`src/rtl/mem_bist_ctrl.sv`:
```
// March BIST initiator for the 16x16 single-port RAM (W0, R0, W1, R1).
// Define MEM_BIST_STOP_ON_FAIL_EN to end the run on the first mismatch.
module mem_bist_ctrl #(
   parameter int             DW      = 16,
   parameter int             AW      = 4,
   parameter logic [DW-1:0]  PATTERN = 16'hA5A5
) (
   input  logic          clk,
   input  logic          rst,
   input  logic          start,
   output logic [AW-1:0] mem_addr,
   output logic [DW-1:0] mem_wdata,
   output logic          mem_we,
   input  logic [DW-1:0] mem_rdata,
   output logic          busy,
   output logic          done,
   output logic          fail,
   output logic [AW-1:0] fail_addr,
   output logic          fail_phase,
   output logic [4:0]    err_count
);

   typedef enum logic [2:0] {
      IDLE, W0, R0, R0_DRAIN, W1, R1, R1_DRAIN, DONE
   } state_t;

   localparam logic [AW-1:0] TOP = '1;
   localparam logic [AW-1:0] BOT = '0;

   state_t        state, state_n;
   logic [AW-1:0] addr_n;
   logic [DW-1:0] wdata_n;
   logic          we_n;
   logic          busy_n;
   logic          done_n;
   logic          fail_n;
   logic [AW-1:0] fail_addr_n;
   logic          fail_phase_n;
   logic [4:0]    err_n;

   // Read-check pipe: address issued this cycle is checked next edge.
   logic          pv, pv_n;
   logic [AW-1:0] pa, pa_n;
   logic          pp, pp_n;
   logic [DW-1:0] exp_data;
   logic          mism;

   assign exp_data = pp ? ~PATTERN : PATTERN;
   assign mism     = pv && (mem_rdata != exp_data);

   always_ff @(posedge clk or posedge rst) begin
      if (rst) begin
         state      <= IDLE;
         mem_addr   <= '0;
         mem_wdata  <= '0;
         mem_we     <= 1'b0;
         busy       <= 1'b0;
         done       <= 1'b0;
         fail       <= 1'b0;
         fail_addr  <= '0;
         fail_phase <= 1'b0;
         err_count  <= '0;
         pv         <= 1'b0;
         pa         <= '0;
         pp         <= 1'b0;
      end else begin
         state      <= state_n;
         mem_addr   <= addr_n;
         mem_wdata  <= wdata_n;
         mem_we     <= we_n;
         busy       <= busy_n;
         done       <= done_n;
         fail       <= fail_n;
         fail_addr  <= fail_addr_n;
         fail_phase <= fail_phase_n;
         err_count  <= err_n;
         pv         <= pv_n;
         pa         <= pa_n;
         pp         <= pp_n;
      end
   end

   always_comb begin
      state_n      = state;
      addr_n       = mem_addr;
      wdata_n      = mem_wdata;
      we_n         = mem_we;
      busy_n       = busy;
      done_n       = done;
      fail_n       = fail;
      fail_addr_n  = fail_addr;
      fail_phase_n = fail_phase;
      err_n        = err_count;
      pv_n         = 1'b0;
      pa_n         = pa;
      pp_n         = pp;

      if (mism) begin
         if (err_count != 5'd31)
            err_n = err_count + 5'd1;
         fail_n = 1'b1;
         if (!fail) begin
            fail_addr_n  = pa;
            fail_phase_n = pp;
         end
      end

      unique case (state)
         IDLE, DONE: begin
            if (start) begin
               state_n      = W0;
               addr_n       = '0;
               we_n         = 1'b1;
               wdata_n      = PATTERN;
               busy_n       = 1'b1;
               done_n       = 1'b0;
               fail_n       = 1'b0;
               fail_addr_n  = '0;
               fail_phase_n = 1'b0;
               err_n        = '0;
            end
         end
         W0: begin
            if (mem_addr == TOP) begin
               state_n = R0;
               addr_n  = '0;
               we_n    = 1'b0;
            end else begin
               addr_n = mem_addr + 1'b1;
            end
         end
         R0: begin
            pv_n = 1'b1;
            pa_n = mem_addr;
            pp_n = 1'b0;
            if (mem_addr == TOP)
               state_n = R0_DRAIN;
            else
               addr_n = mem_addr + 1'b1;
         end
         R0_DRAIN: begin
            state_n = W1;
            addr_n  = TOP;
            we_n    = 1'b1;
            wdata_n = ~PATTERN;
         end
         W1: begin
            if (mem_addr == BOT) begin
               state_n = R1;
               addr_n  = TOP;
               we_n    = 1'b0;
            end else begin
               addr_n = mem_addr - 1'b1;
            end
         end
         R1: begin
            pv_n = 1'b1;
            pa_n = mem_addr;
            pp_n = 1'b1;
            if (mem_addr == BOT)
               state_n = R1_DRAIN;
            else
               addr_n = mem_addr - 1'b1;
         end
         R1_DRAIN: begin
            state_n = DONE;
            addr_n  = '0;
            busy_n  = 1'b0;
            done_n  = 1'b1;
         end
         default: begin
            state_n = IDLE;
         end
      endcase

`ifdef MEM_BIST_STOP_ON_FAIL_EN
      if (mism) begin
         state_n = DONE;
         addr_n  = '0;
         we_n    = 1'b0;
         wdata_n = mem_wdata;
         busy_n  = 1'b0;
         done_n  = 1'b1;
         pv_n    = 1'b0;
      end
`else
`endif
   end

endmodule

```
`config.mk`:
```
export PLATFORM = sky130hd
export DESIGN_NAME = mem_bist_ctrl
export DESIGN_NICKNAME = d
export VERILOG_FILES = /design/src/rtl/mem_bist_ctrl.sv
export SDC_FILE = /design/constraint.sdc
export NUM_CORES = 1
export LEC_CHECK = 0
export CAP_MARGIN = 20
export CORE_ASPECT_RATIO = 0.7
export CORE_MARGIN = 5
export CORE_UTILIZATION = 48
export DETAILED_ROUTE_END_ITERATION = 7
export PLACE_DENSITY = 0.8
export SLEW_MARGIN = 20
export SYNTH_ARGS = -nofsm -noshare
export SYNTH_HDL_FRONTEND = slang
export SYNTH_SLANG_ARGS = --single-unit
```
`constraint.sdc`:
```
create_clock -name clk -period 5 [get_ports clk]
set_clock_uncertainty 0.15 [all_clocks]
set_input_delay 1 -clock clk [delete_from_list [all_inputs] [get_ports clk]]
set_output_delay 1 -clock clk [all_outputs]
set_load 0.03 [all_outputs]
```
* Yosys cells after proc, flatten, opt, wreduce, memory -nomap -nowiden
Index checks and enable logic that the tools add are counted.
W data, S select, Z words.
** Storage, ports and cells
- Bits in registers :: 43
- Output and inout bits :: 34
- Word-level logic and storage cells :: 86
** Cells by class
- Add/sub/neg operators :: 3
- Equality and inequality tests :: 17
- Multiplexer cells :: 39
- Reductions and logical operators :: 14
** Operator list (number)
- $mux W4 :: 9
- $mux W16 :: 2
- $pmux W16 S2 :: 1
- $pmux W4 S7 :: 1
- $pmux W3 S7 :: 1
- $mux W5 :: 4
- $ne A16 B16 Y1 :: 1
- $mux W3 :: 5
- $ne A2 B2 Y1 const B :: 7
- $eq A3 B3 Y1 const B :: 4
- $mux W1 :: 12
- $eq A3 B2 Y1 const B :: 2
- $pmux W1 S2 :: 3
- $reduce_bool A2 Y1 :: 3
- $add A5 B1 Y5 const B :: 1
- $ne A5 B5 Y1 const B :: 1
- $reduce_and A5 Y1 :: 1
- $add A4 B1 Y4 const B :: 1
- $eq A4 B4 Y1 const B :: 1
- $logic_not A4 Y1 :: 1
- $pmux W1 S4 :: 1
- $reduce_and A2 Y1 :: 2
- $reduce_and A4 Y1 :: 1
- $reduce_bool A4 Y1 :: 1
- other kinds (6) :: 7

* Logic depth before layout (Yosys ltp)
Gate-level depths: netlist (run 1).
- Depth after elaboration :: 6
- Gate-level depth with buffers :: 7
- Gate-level depth less buffers :: 7

* Worst setup path after synthesis (run 1)
OpenSTA, ideal clock, no wires.
- Kind :: input to register
- From :: in mem_rdata[12]
- To :: reg err_count[3]
- Data arrival time :: 1994 ps
- Setup slack :: 2735 ps
- Stages :: 5
- Buffers on the path :: 0
- Cell sequence :: and4bb_2 > nand4b_1 > a22oi_4 > mux2i_1 > nor2_1
** On the way
- Word-level cells in the longest chain between the ends :: 5
** Ends and longest elaborated chain
- start: declaration :: line 14 : input logic [DW-1:0] mem_rdata,
- $ne A16 B16 Y1 * :: line 49 : assign mism = pv && (mem_rdata != exp_data);
- $logic_and A1 B1 Y1 * :: line 49
- $mux W5 * :: line 98 : if (mism) begin
- $mux W5 :: line 110 : if (start) begin
- $mux W5 * :: line 108 : unique case (state)
- named net err_n[3] :: line 39 : logic [4:0] err_n;
- end signal: assignment :: line 76 : err_count <= err_n;
- end: declaration :: line 20 : output logic [4:0] err_count
The timed path passes the listed nets; every way through them passes the cells marked *.
A chain may end at the register's enable or synchronous reset.

* Worst setup path in the final report (run 1)
- From :: reg mem_addr[2]
- To :: out mem_addr[2]
** RTL lines
- start: declaration :: line 11 : output logic [AW-1:0] mem_addr,
- start signal: assignment :: line 68 : mem_addr <= addr_n;
No word-level cell between the ends.

==> metrics.md, run 1 <==
| Metric | Value |
|---|---|
| Run status | `finished clean` |
| Total negative slack for setup checks | `0 ns` |
| Number of storage elements in the synthesis netlist | `29` |
| Critical path cell sequence | `clkdlybuf4s50_1` |
| Setup slack, reg-to-reg | `2.75 ns` |
| Number of buffers added on ports | `52` |
| Time the final worst path needs with I/O delays and setup | `2.70 ns` |
| Chip Height | `63.0 um` |
| Clock latency of the later-clocked register in the worst-skew pair | `0.27 ns` |
| Count of boundary I/O pins | `53` |
| Fraction of registers with async set or reset after synthesis | `100%` |
| Category of cells accounting for the largest share of critical-path delay | `buffers and inverters` |
| Prevailing post-synth register cell | `sky130_fd_sc_hd__dfrtp_1` |
| RR Startpoint | `state[1]` |
| Global-route wire length before repair | `7090 um` |
| Total of warnings raised by yosys | `0` |
| Post-synth net total | `227` |
| Biggest cell delay along the critical path | `0.74 ns` |
| Reported leakage power | `1.01 nW` |
| Final Hold Slack | `0.360 ns` |
| Start-to-end type of the worst setup path | `register to primary output` |
| Root buffer cell | `sky130_fd_sc_hd__clkbuf_8` |
| Critical path data required time | `3.85 ns` |
| Largest fanout on the critical path | `10` |
| Total power per unit cell area | `656 mW/mm^2` |
| Number of routed nets with antenna violations | `0` |
| Worst-path cell with the longest stage delay | `sky130_fd_sc_hd__clkdlybuf4s50_1` |
| Endpoint of the worst hold-timing path | `pa[1]` |
| Worst min path class | `register to register` |
| Most common cell after layout, fill and taps aside | `sky130_fd_sc_hd__clkdlybuf4s50_1` |
| Number of global-route vias before repair | `1518` |
| Number of resized instances in the post-cts repair step | `0` |
| Routability congestion estimate | `0.779` |
| Sequential cell area fraction in the yosys report | `37.7%` |
| Arrival @ worst endpoint | `1.55 ns` |
| Number of flops mapped to enable cells by yosys | `0` |
| Post-synth top area share | `37.7%` |
| Number of sinks driven by the clock tree | `29` |
| Nets | `263` |
| Yosys cell types | `54` |
| Fraction of final layout cells sized beyond drive strength 1 | `8.68%` |
| Pins Over Slew Limit | `0` |
| Hold Path Cell Cnt | `1` |
| Core Footprint | `0.00390 sq mm` |
| Post-Synthesis Cell Area | `0.00192 sq mm` |
| Via count of the routed design | `1654` |
| Post-synth top area cell | `sky130_fd_sc_hd__dfrtp_1` |
| Unrepaired setup endpoints after global routing | `false` |
| Worst Tran Pin Value | `0.903 ns` |
| Crit end category | `primary output` |
| Total buffers and inverters traversed by the critical path | `1` |
| CP Launch Point | `mem_addr[2]` |
| Crit Reg-Reg Endpoint | `mem_addr[2]` |
| Number of core rows | `19` |
| Rel. slew slack | `39.8%` |
| DRC violations left | `0` |
| Global route overflow | `0` |
| Starting DRC count in detailed routing | `104` |
| Setup fix buffers added after clock tree synthesis | `0` |
| Die span in x | `85.7 um` |
| Initial standard-cell utilization of the core | `49.3%` |
| H-Tree Level Count | `2` |
| Endpoints failing setup | `0` |
| Wire per inst | `14.4 um` |
| Number of max-cap violations | `0` |
| Largest net degree at the start of global routing | `31` |
| Count of hold buffers inserted by post-cts repair | `0` |
| Detailed Place HPWL | `3140 um` |
| Global router's overall resource usage | `16.1%` |
| Mapped Cells | `205` |
| Antenna Cells | `0` |
| CTS tree | `yes` |
| Cell types occupying the most area after synthesis | `sky130_fd_sc_hd__dfrtp_1 (38%), sky130_fd_sc_hd__buf_4 (5.9%), sky130_fd_sc_hd__o21ai_0 (4.7%)` |
| Clock Tree Buf Depth | `2` |
| Path depth of the worst reg2reg path | `5` |
| Worst Min Path Start | `pa[1]` |
| Final Routed Wirelength | `4230 um` |
| IR drop worst, VDD | `299 uV` |
| Number of buffers created by CTS | `5` |
| First drt pass iteration count | `4` |
| Initial antenna violation count | `0` |
| Startpoint types | `register` |
| Area grow syn2layout | `27.3%` |
| Maximum clock rate | `0.370 GHz` |
| Number of failing hold endpoints at the final stage | `0` |
| Top library cells by usage in the layout, fill and taps aside | `sky130_fd_sc_hd__clkdlybuf4s50_1 (52), sky130_fd_sc_hd__dfrtp_1 (29), sky130_fd_sc_hd__nand2_1 (22), sky130_fd_sc_hd__o21ai_0 (18), sky130_fd_sc_hd__inv_1 (11)` |
| Full die area | `0.00539 sq mm` |
| Syn Area/Cell | `9.38 sq um` |
| Post-CTS clock slew at the launch and capture registers of the worst setup and hold paths | `0.06 ns` |
| Vias/cell | `5.63` |
| Final worst path period share | `54.1%` |
| Layout filler cell count | `351` |
flip-flops by register name, summed over array words and instances (netlist names):
name and flops:
fail 1, fail_addr 4, mem_addr 4, state 3
pa 4, fail_phase 1, mem_wdata 2, done 1
busy 1, mem_we 1, pp 1, err_count 5
pv 1
cell type report:
class                   instances  area (sq um)  share of cell area, %
multi-input cells             141          1000                   40.9
clock buffers                   8          80.1                   3.27
flip-flops and latches         29           726                   29.6
inverters                      11          41.3                   1.69
repair buffers                 53           536                   21.9
well taps                      52          65.1                   2.66
cells by family (layout without fill, tap and decap cells):
logic type,after synthesis,count (layout),share of synthesized area [%]
simple gates,68,68,21.6
compound gates,58,58,22.1
buf+inv,35,72,10.2
flops,29,29,37.7
mux,10,10,5.47
fa+ha+maj,3,3,1.95
xor+xnor,2,2,0.911
layer usage:
layer | vias to the layer above | global-route usage [%] | wire length (um)
met4 | 0 | 6.32 | 50
li1 | 798 | - | -
met2 | 62 | 23.6 | 1880
met3 | 4 | 5.27 | 361
met5 | - | 0 | 0
met1 | 790 | 21.7 | 1940
where the power goes:
| part | leakage [nW] | total [W] | internal (W) | switching (W) |
|---|---|---|---|---|
| registers | 0.348 | 0.000529 | 0.000342 | 0.000187 |
| logic | 0.627 | 0.000892 | 0.000417 | 0.000475 |
| clock network | 0.0395 | 0.000184 | 0.0000987 | 0.0000855 |
| total | 1.01 | 0.00161 | 0.000857 | 0.000748 |
synthesized netlist by cell type (3+ instances only):
cell type,n
sky130_fd_sc_hd__mux2i_1,6
sky130_fd_sc_hd__nand4_1,3
sky130_fd_sc_hd__dfrtp_1,29
sky130_fd_sc_hd__nand2_1,22
sky130_fd_sc_hd__nor2b_1,4
sky130_fd_sc_hd__nand4b_1,5
sky130_fd_sc_hd__nor3_1,3
sky130_fd_sc_hd__a21o_1,3
sky130_fd_sc_hd__a21oi_1,6
sky130_fd_sc_hd__buf_4,15
sky130_fd_sc_hd__nor2_1,8
sky130_fd_sc_hd__ha_1,3
sky130_fd_sc_hd__nor4bb_1,3
sky130_fd_sc_hd__o21ai_0,18
sky130_fd_sc_hd__mux2_2,4
sky130_fd_sc_hd__nand2b_1,5
sky130_fd_sc_hd__a221oi_1,3
sky130_fd_sc_hd__buf_2,6
sky130_fd_sc_hd__inv_1,11
worst register-to-register path: stages, from the launching register on:
cell and delay (ns):
sky130_fd_sc_hd__dfrtp_1 0.93, sky130_fd_sc_hd__nor2b_1 0.21, sky130_fd_sc_hd__a2111oi_4 0.40, sky130_fd_sc_hd__a31oi_2 0.13, sky130_fd_sc_hd__o211ai_1 0.17, sky130_fd_sc_hd__o21ai_0 0.11
how the worst max path moves through the flow:
stage | end | cells after the start | slack, ns
2_1_floorplan | err_count[3] | 5 | 2.73
3_3_place_gp | err_count[3] | 6 | 2.14
3_5_place_dp | err_count[3] | 6 | 2.12
4_1_cts | mem_addr[2] | 1 | 2.29
5_1_grt | mem_addr[2] | 1 | 2.22
6_report | mem_addr[2] | 1 | 2.30
stage by stage:
step | power, W | worst slack (ns) | util (%) | area [sq um] | instances
6_report | 0.00161 | 2.30 | 62.8 | 2450 | 294
5_1_grt | 0.00173 | 2.22 | 62.8 | 2450 | 294
4_1_cts | 0.00161 | 2.29 | 62.8 | 2450 | 294
3_5_place_dp | 0.00142 | 2.12 | 60.8 | 2370 | 286
2_1_floorplan | 0.00116 | 2.73 | - | 1920 | 205
3_3_place_gp | 0.00140 | 2.14 | 60.4 | 2350 | 285
No activity file was read; power rests on OpenSTA's default activity.
==> run 2: changes to the inputs <==
- clock period: 5 -> 2.8 ns (I/O delays scaled with it)
==> run 2 against run 1 <==
  * Sequential cell count unchanged
  * Final area up 1.2%
  * Via count increased by 1.9%
  * Power is 83% higher
  * Cell count up 1.4%
  * Sequential power increased by 66%
  * Core utilization is 0.74 points higher
  * Combinational power up 92%
  * Register-to-register slack worse by 2.1 ns
  * Critical path type unchanged
  * Critical endpoint unchanged
  * Largest cell class unchanged
==> metrics.md, run 2 (same netlist as run 1, synthesis figures left out) <==
| Metric | Value |
|---|---|
| Run status | `finished clean` |
| Largest fanout on the critical path | `10` |
| Worst min path class | `input pin to asynchronous set/reset pin` |
| Tot Pwr | `0.00294 W` |
| Die span in x | `85.7 um` |
| Nets | `267` |
| Unrepaired setup endpoints after global routing | `false` |
| Area grow syn2layout | `28.8%` |
| Count of hold buffers inserted by post-cts repair | `0` |
| Total buffers and inverters traversed by the critical path | `1` |
| Time the final worst path needs with I/O delays and setup | `2.28 ns` |
| Number of buffers added on ports | `52` |
| Initial standard-cell utilization of the core | `49.3%` |
| Maximum clock rate | `0.439 GHz` |
| Starting DRC count in detailed routing | `116` |
| Initial antenna violation count | `0` |
| Full die area | `0.00539 sq mm` |
| Arrival @ worst endpoint | `1.57 ns` |
| Setup fix buffers added after clock tree synthesis | `0` |
| Net Switching | `0.00138 W` |
| Reported leakage power | `1.03 nW` |
| Setup slack, reg-to-reg | `0.65 ns` |
| Comb pwr share | `58.2%` |
| Number of sinks driven by the clock tree | `29` |
| Global router's overall resource usage | `17.6%` |
| Vias/cell | `5.66` |
| Layout filler cell count | `336` |
| Root buffer cell | `sky130_fd_sc_hd__clkbuf_8` |
| Wire per inst | `15.2 um` |
| Fraction of final layout cells sized beyond drive strength 1 | `11.4%` |
| Sequential fraction of design power | `29.9%` |
| Global-route wire length before repair | `7650 um` |
| Proportion of power drawn by the clock network | `11.9%` |
| Routability congestion estimate | `0.851` |
| Critical path cell sequence | `clkdlybuf4s50_1` |
| Chip Height | `63.0 um` |
| Design internal power | `0.00156 W` |
| Number of failing hold endpoints at the final stage | `0` |
| Detailed Place HPWL | `3360 um` |
| Clock latency of the later-clocked register in the worst-skew pair | `0.29 ns` |
| Number of resized instances in the post-cts repair step | `0` |
| Category of cells accounting for the largest share of critical-path delay | `buffers and inverters` |
| Top library cells by usage in the layout, fill and taps aside | `sky130_fd_sc_hd__clkdlybuf4s50_1 (52), sky130_fd_sc_hd__dfrtp_1 (29), sky130_fd_sc_hd__nand2_1 (22), sky130_fd_sc_hd__o21ai_0 (18), sky130_fd_sc_hd__inv_1 (11)` |
| IR drop worst, VDD | `578 uV` |
| Rel. slew slack | `57.3%` |
| Worst Tran Pin Value | `0.641 ns` |
| CTS tree | `yes` |
| Total power per unit cell area | `1190 mW/mm^2` |
| Clock Tree Buf Depth | `2` |
| Largest register by flop count | `err_count` |
| Number of core rows | `19` |
| Via count of the routed design | `1686` |
| Number of max-cap violations | `0` |
| First drt pass iteration count | `4` |
| Post-CTS clock slew at the launch and capture registers of the worst setup and hold paths | `0.07 ns` |
| Biggest cell delay along the critical path | `0.74 ns` |
| Crit end category | `primary output` |
| DRC violations left | `0` |
| Endpoints failing setup | `0` |
| Worst-path cell with the longest stage delay | `sky130_fd_sc_hd__clkdlybuf4s50_1` |
| Total negative slack for setup checks | `0 ns` |
| Largest net degree at the start of global routing | `24` |
| Final worst path period share | `81.4%` |
| Most common cell after layout, fill and taps aside | `sky130_fd_sc_hd__clkdlybuf4s50_1` |
| Count of boundary I/O pins | `53` |
| Number of routed nets with antenna violations | `0` |
| Final Routed Wirelength | `4540 um` |
| Critical path data required time | `2.09 ns` |
| Antenna Cells | `0` |
| Number of global-route vias before repair | `1655` |
| Core Footprint | `0.00390 sq mm` |
| Global route overflow | `0` |
| Startpoint types | `register` |
| Number of buffers created by CTS | `5` |
| Switching power as a share of total power | `47.1%` |
| Pins Over Slew Limit | `0` |
| H-Tree Level Count | `2` |
| Start-to-end type of the worst setup path | `register to primary output` |
| Number of flip-flops under the largest register name | `5` |
run 2: cell types whose count changed in the layout (fill, tap and decap cells not counted):
| cell | delta |
|---|---|
| sky130_fd_sc_hd__buf_8 | -1 |
| sky130_fd_sc_hd__clkinvlp_4 | +1 |
| sky130_fd_sc_hd__clkbuf_1 | -3 |
| sky130_fd_sc_hd__clkinv_2 | +2 |
| sky130_fd_sc_hd__buf_4 | +5 |
run 2: layer usage:
metal | part of all wire [%] | vias up | GRT usage, %
li1 | - | 817 | -
met1 | 45 | 794 | 22.3
met2 | 45 | 66 | 27.3
met3 | 8.2 | 9 | 5.01
met4 | 2.2 | 0 | 8.89
met5 | 0 | - | 0
run 2: per-stage QoR:
stage	utilization (%)	setup WS [ns]	hold WS, ns	instance area, sq um	instances
after global routing	63.5	0.441	0.384	2480	298
after CTS	63.5	0.516	0.352	2480	298
final	63.5	0.520	0.350	2480	298
after detailed placement	61.3	0.346	0.349	2390	290
after global placement	61.3	0.393	0.342	2390	290
after floorplan	-	0.726	0.330	1920	205
run 2: cell type report:
type	instances	area [sq um]	area share [%]
Clock buffer	5	68.8	2.78
Clock inverter	3	17.5	0.707
Inverter	11	41.3	1.67
Multi-Input combinational cell	141	1000	40.4
Sequential cell	29	726	29.3
Tap cell	52	65.1	2.63
Timing Repair Buffer	57	558	22.5
run 2: final timing paths:
kind                           endpoint         from  cells past startpoint
min in group clk                  pa[3]        pa[3]                      1
max in group asynchronous      state[0]          rst                      3
min reg2reg                       pa[3]        pa[3]                      1
max reg2reg                 mem_addr[1]  mem_addr[0]                      7
min                        err_count[1]          rst                      2
max                         mem_addr[2]  mem_addr[2]                      1
run 2: power groups by stage:
stage          Clock [W]  Combinational, W  Sequential, W
2_1_floorplan          0           0.00107        0.00101
3_3_place_gp           0           0.00168       0.000868
3_5_place_dp           0           0.00171       0.000883
4_1_cts         0.000356           0.00172       0.000875
5_1_grt         0.000369           0.00185       0.000921
6_report        0.000349           0.00171       0.000878
==> run 3: changes to the inputs <==
- clock period: 2.8 -> 2.3 ns (I/O delays scaled with it)
==> run 3 against run 2 <==
  * Largest power group unchanged
  * Register-to-register slack got worse by 0.44 ns
  * Sequential power increased by 21%
  * Global-route usage about the same
  * Core utilization increased by 2.3 points
  * Sequential share of layout area decreased by 1.0 points
  * Power increased by 30%
  * Cell count increased by 1.3%
  * Wire length increased by 0.40%
==> metrics.md, run 3 (same netlist as run 1, synthesis figures left out) <==
| Metric | Value |
|---|---|
| CTS tree | `yes` |
| Start-to-end type of the worst setup path | `register to primary output` |
| Maximum clock rate | `0.455 GHz` |
| Worst Tran Pin Value | `0.629 ns` |
| Initial standard-cell utilization of the core | `49.3%` |
| Endpoints failing setup | `0` |
| Final Hold Slack | `0.275 ns` |
| Largest register by flop count | `err_count` |
| Crit end category | `primary output` |
| Number of routed nets with antenna violations | `0` |
| Wire per inst | `15.1 um` |
| Arrival @ worst endpoint | `1.59 ns` |
| Full die area | `0.00539 sq mm` |
| Count of hold buffers inserted by post-cts repair | `0` |
| Most common cell after layout, fill and taps aside | `sky130_fd_sc_hd__clkdlybuf4s50_1` |
| Root buffer cell | `sky130_fd_sc_hd__clkbuf_8` |
| Pins Over Slew Limit | `0` |
| DRC violations left | `0` |
| Fraction of final layout cells sized beyond drive strength 1 | `13.2%` |
| Count of boundary I/O pins | `53` |
| Via count of the routed design | `1681` |
| Largest net degree at the start of global routing | `24` |
| RR Startpoint | `mem_addr[0]` |
| Number of sinks driven by the clock tree | `29` |
| Core Footprint | `0.00390 sq mm` |
| Detailed Place HPWL | `3350 um` |
| Largest fanout on the critical path | `10` |
| Worst-path cell with the longest stage delay | `sky130_fd_sc_hd__clkdlybuf4s50_1` |
| Initial antenna violation count | `0` |
| Clock Tree Buf Depth | `2` |
| Area of all placed cells without fillers | `0.00257 sq mm` |
| Run status | `finished clean` |
| Chip Height | `63.0 um` |
| Reported leakage power | `1.08 nW` |
| Number of buffers added on ports | `52` |
| Area grow syn2layout | `33.5%` |
| Global route overflow | `0` |
| Time the final worst path needs with I/O delays and setup | `2.20 ns` |
| Number of max-cap violations | `0` |
| Worst min path class | `input pin to asynchronous set/reset pin` |
| Total power per unit cell area | `1490 mW/mm^2` |
| Rel. slew slack | `58.1%` |
| Final worst path period share | `95.5%` |
| Number of flip-flops under the largest register name | `5` |
| First drt pass iteration count | `4` |
| Biggest cell delay along the critical path | `0.74 ns` |
| Number of buffers created by CTS | `5` |
| Global router's overall resource usage | `17.6%` |
| Total buffers and inverters traversed by the critical path | `1` |
| Critical path data required time | `1.69 ns` |
| Tot Pwr | `0.00383 W` |
| Number of global-route vias before repair | `1635` |
| Category of cells accounting for the largest share of critical-path delay | `buffers and inverters` |
| Unrepaired setup endpoints after global routing | `false` |
| Vias/cell | `5.57` |
| Antenna Cells | `0` |
| DP Area | `0.00243 sq mm` |
| Global-route wire length before repair | `7600 um` |
| Post-route setup slack | `0.104 ns` |
| Crit Reg-Reg Endpoint | `mem_addr[2]` |
| Starting DRC count in detailed routing | `95` |
| Setup slack, reg-to-reg | `0.21 ns` |
| Top library cells by usage in the layout, fill and taps aside | `sky130_fd_sc_hd__clkdlybuf4s50_1 (52), sky130_fd_sc_hd__dfrtp_1 (29), sky130_fd_sc_hd__nand2_1 (22), sky130_fd_sc_hd__o21ai_0 (18), sky130_fd_sc_hd__inv_1 (10)` |
| Final Routed Wirelength | `4560 um` |
| H-Tree Level Count | `2` |
| IR drop worst, VDD | `677 uV` |
| Routability congestion estimate | `0.858` |
| Critical path cell sequence | `clkdlybuf4s50_1` |
| Number of core rows | `19` |
| Die span in x | `85.7 um` |
| Worst-case setup slack after placement | `-0.0867 ns` |
| Clock latency of the later-clocked register in the worst-skew pair | `0.28 ns` |
| Startpoint types | `register` |
| Nets | `271` |
| Post-CTS clock slew at the launch and capture registers of the worst setup and hold paths | `0.07 ns` |
| Number of failing hold endpoints at the final stage | `0` |
| Path depth of the worst reg2reg path | `7` |
run 3: cell count changes in the layout (fill, tap and decap cells not counted):
cell                         before  now
sky130_fd_sc_hd__buf_12           0    1
sky130_fd_sc_hd__buf_4            5    8
sky130_fd_sc_hd__bufinv_16        0    2
sky130_fd_sc_hd__clkinv_2         2    1
sky130_fd_sc_hd__clkinvlp_4       1    0
sky130_fd_sc_hd__inv_1           11   10
sky130_fd_sc_hd__inv_2            0    1
run 3: what timing repair did:
item                                   CTS  global route
setup endpoints to repair                0             1
resized for setup                        0             1
setup buffers                            0             0
endpoints found under the hold margin    0             0
run 3: metal layers:
layer	vias up	global-route usage, %	routed length (um)
met3	2	5.93	303
met1	811	23.0	2080
met4	0	3.56	19
met2	49	28.3	2160
li1	819	-	-
met5	-	0	0
run 3: per-stage QoR:
stage                     std cells  TNS, ns  util, %
final                           302        0     65.9
after global routing            302        0     65.9
after CTS                       302        0     65.9
after detailed placement        294   -0.610     62.4
after global placement          294        0     62.4
after floorplan                 205        0        -
run 3: layout make-up:
cell class                 count  area (sq um)
fill                         315          1330
inverter                      11          41.3
multi-input combinational    141          1000
clock inverter                 3          65.1
sequential                    29           726
timing repair buffer          61           601
tap                           52          65.1
clock buffer                   5          68.8
run 3: worst max path at each step:
stage                             start      endpoint  slack (ns)  depth (start not counted)
after detailed placement  mem_rdata[12]  err_count[3]       -0.09                          6
after floorplan             mem_addr[0]   mem_addr[2]        0.23                          7
after CTS                   mem_addr[2]   mem_addr[2]        0.09                          1
final                       mem_addr[2]   mem_addr[2]        0.10                          1
after global routing        mem_addr[2]   mem_addr[2]       0.006                          1
after global placement    mem_rdata[12]  err_count[3]       0.009                          6
run 3: where the power goes:
part / leakage [nW] / switching, W / total, W / internal [W]
Clock: 0.0681 / 0.000204 / 0.000635 / 0.000430
Combinational: 0.665 / 0.00118 / 0.00214 / 0.000966
Sequential: 0.348 / 0.000309 / 0.00106 / 0.000746
Total: 1.08 / 0.00169 / 0.00383 / 0.00214
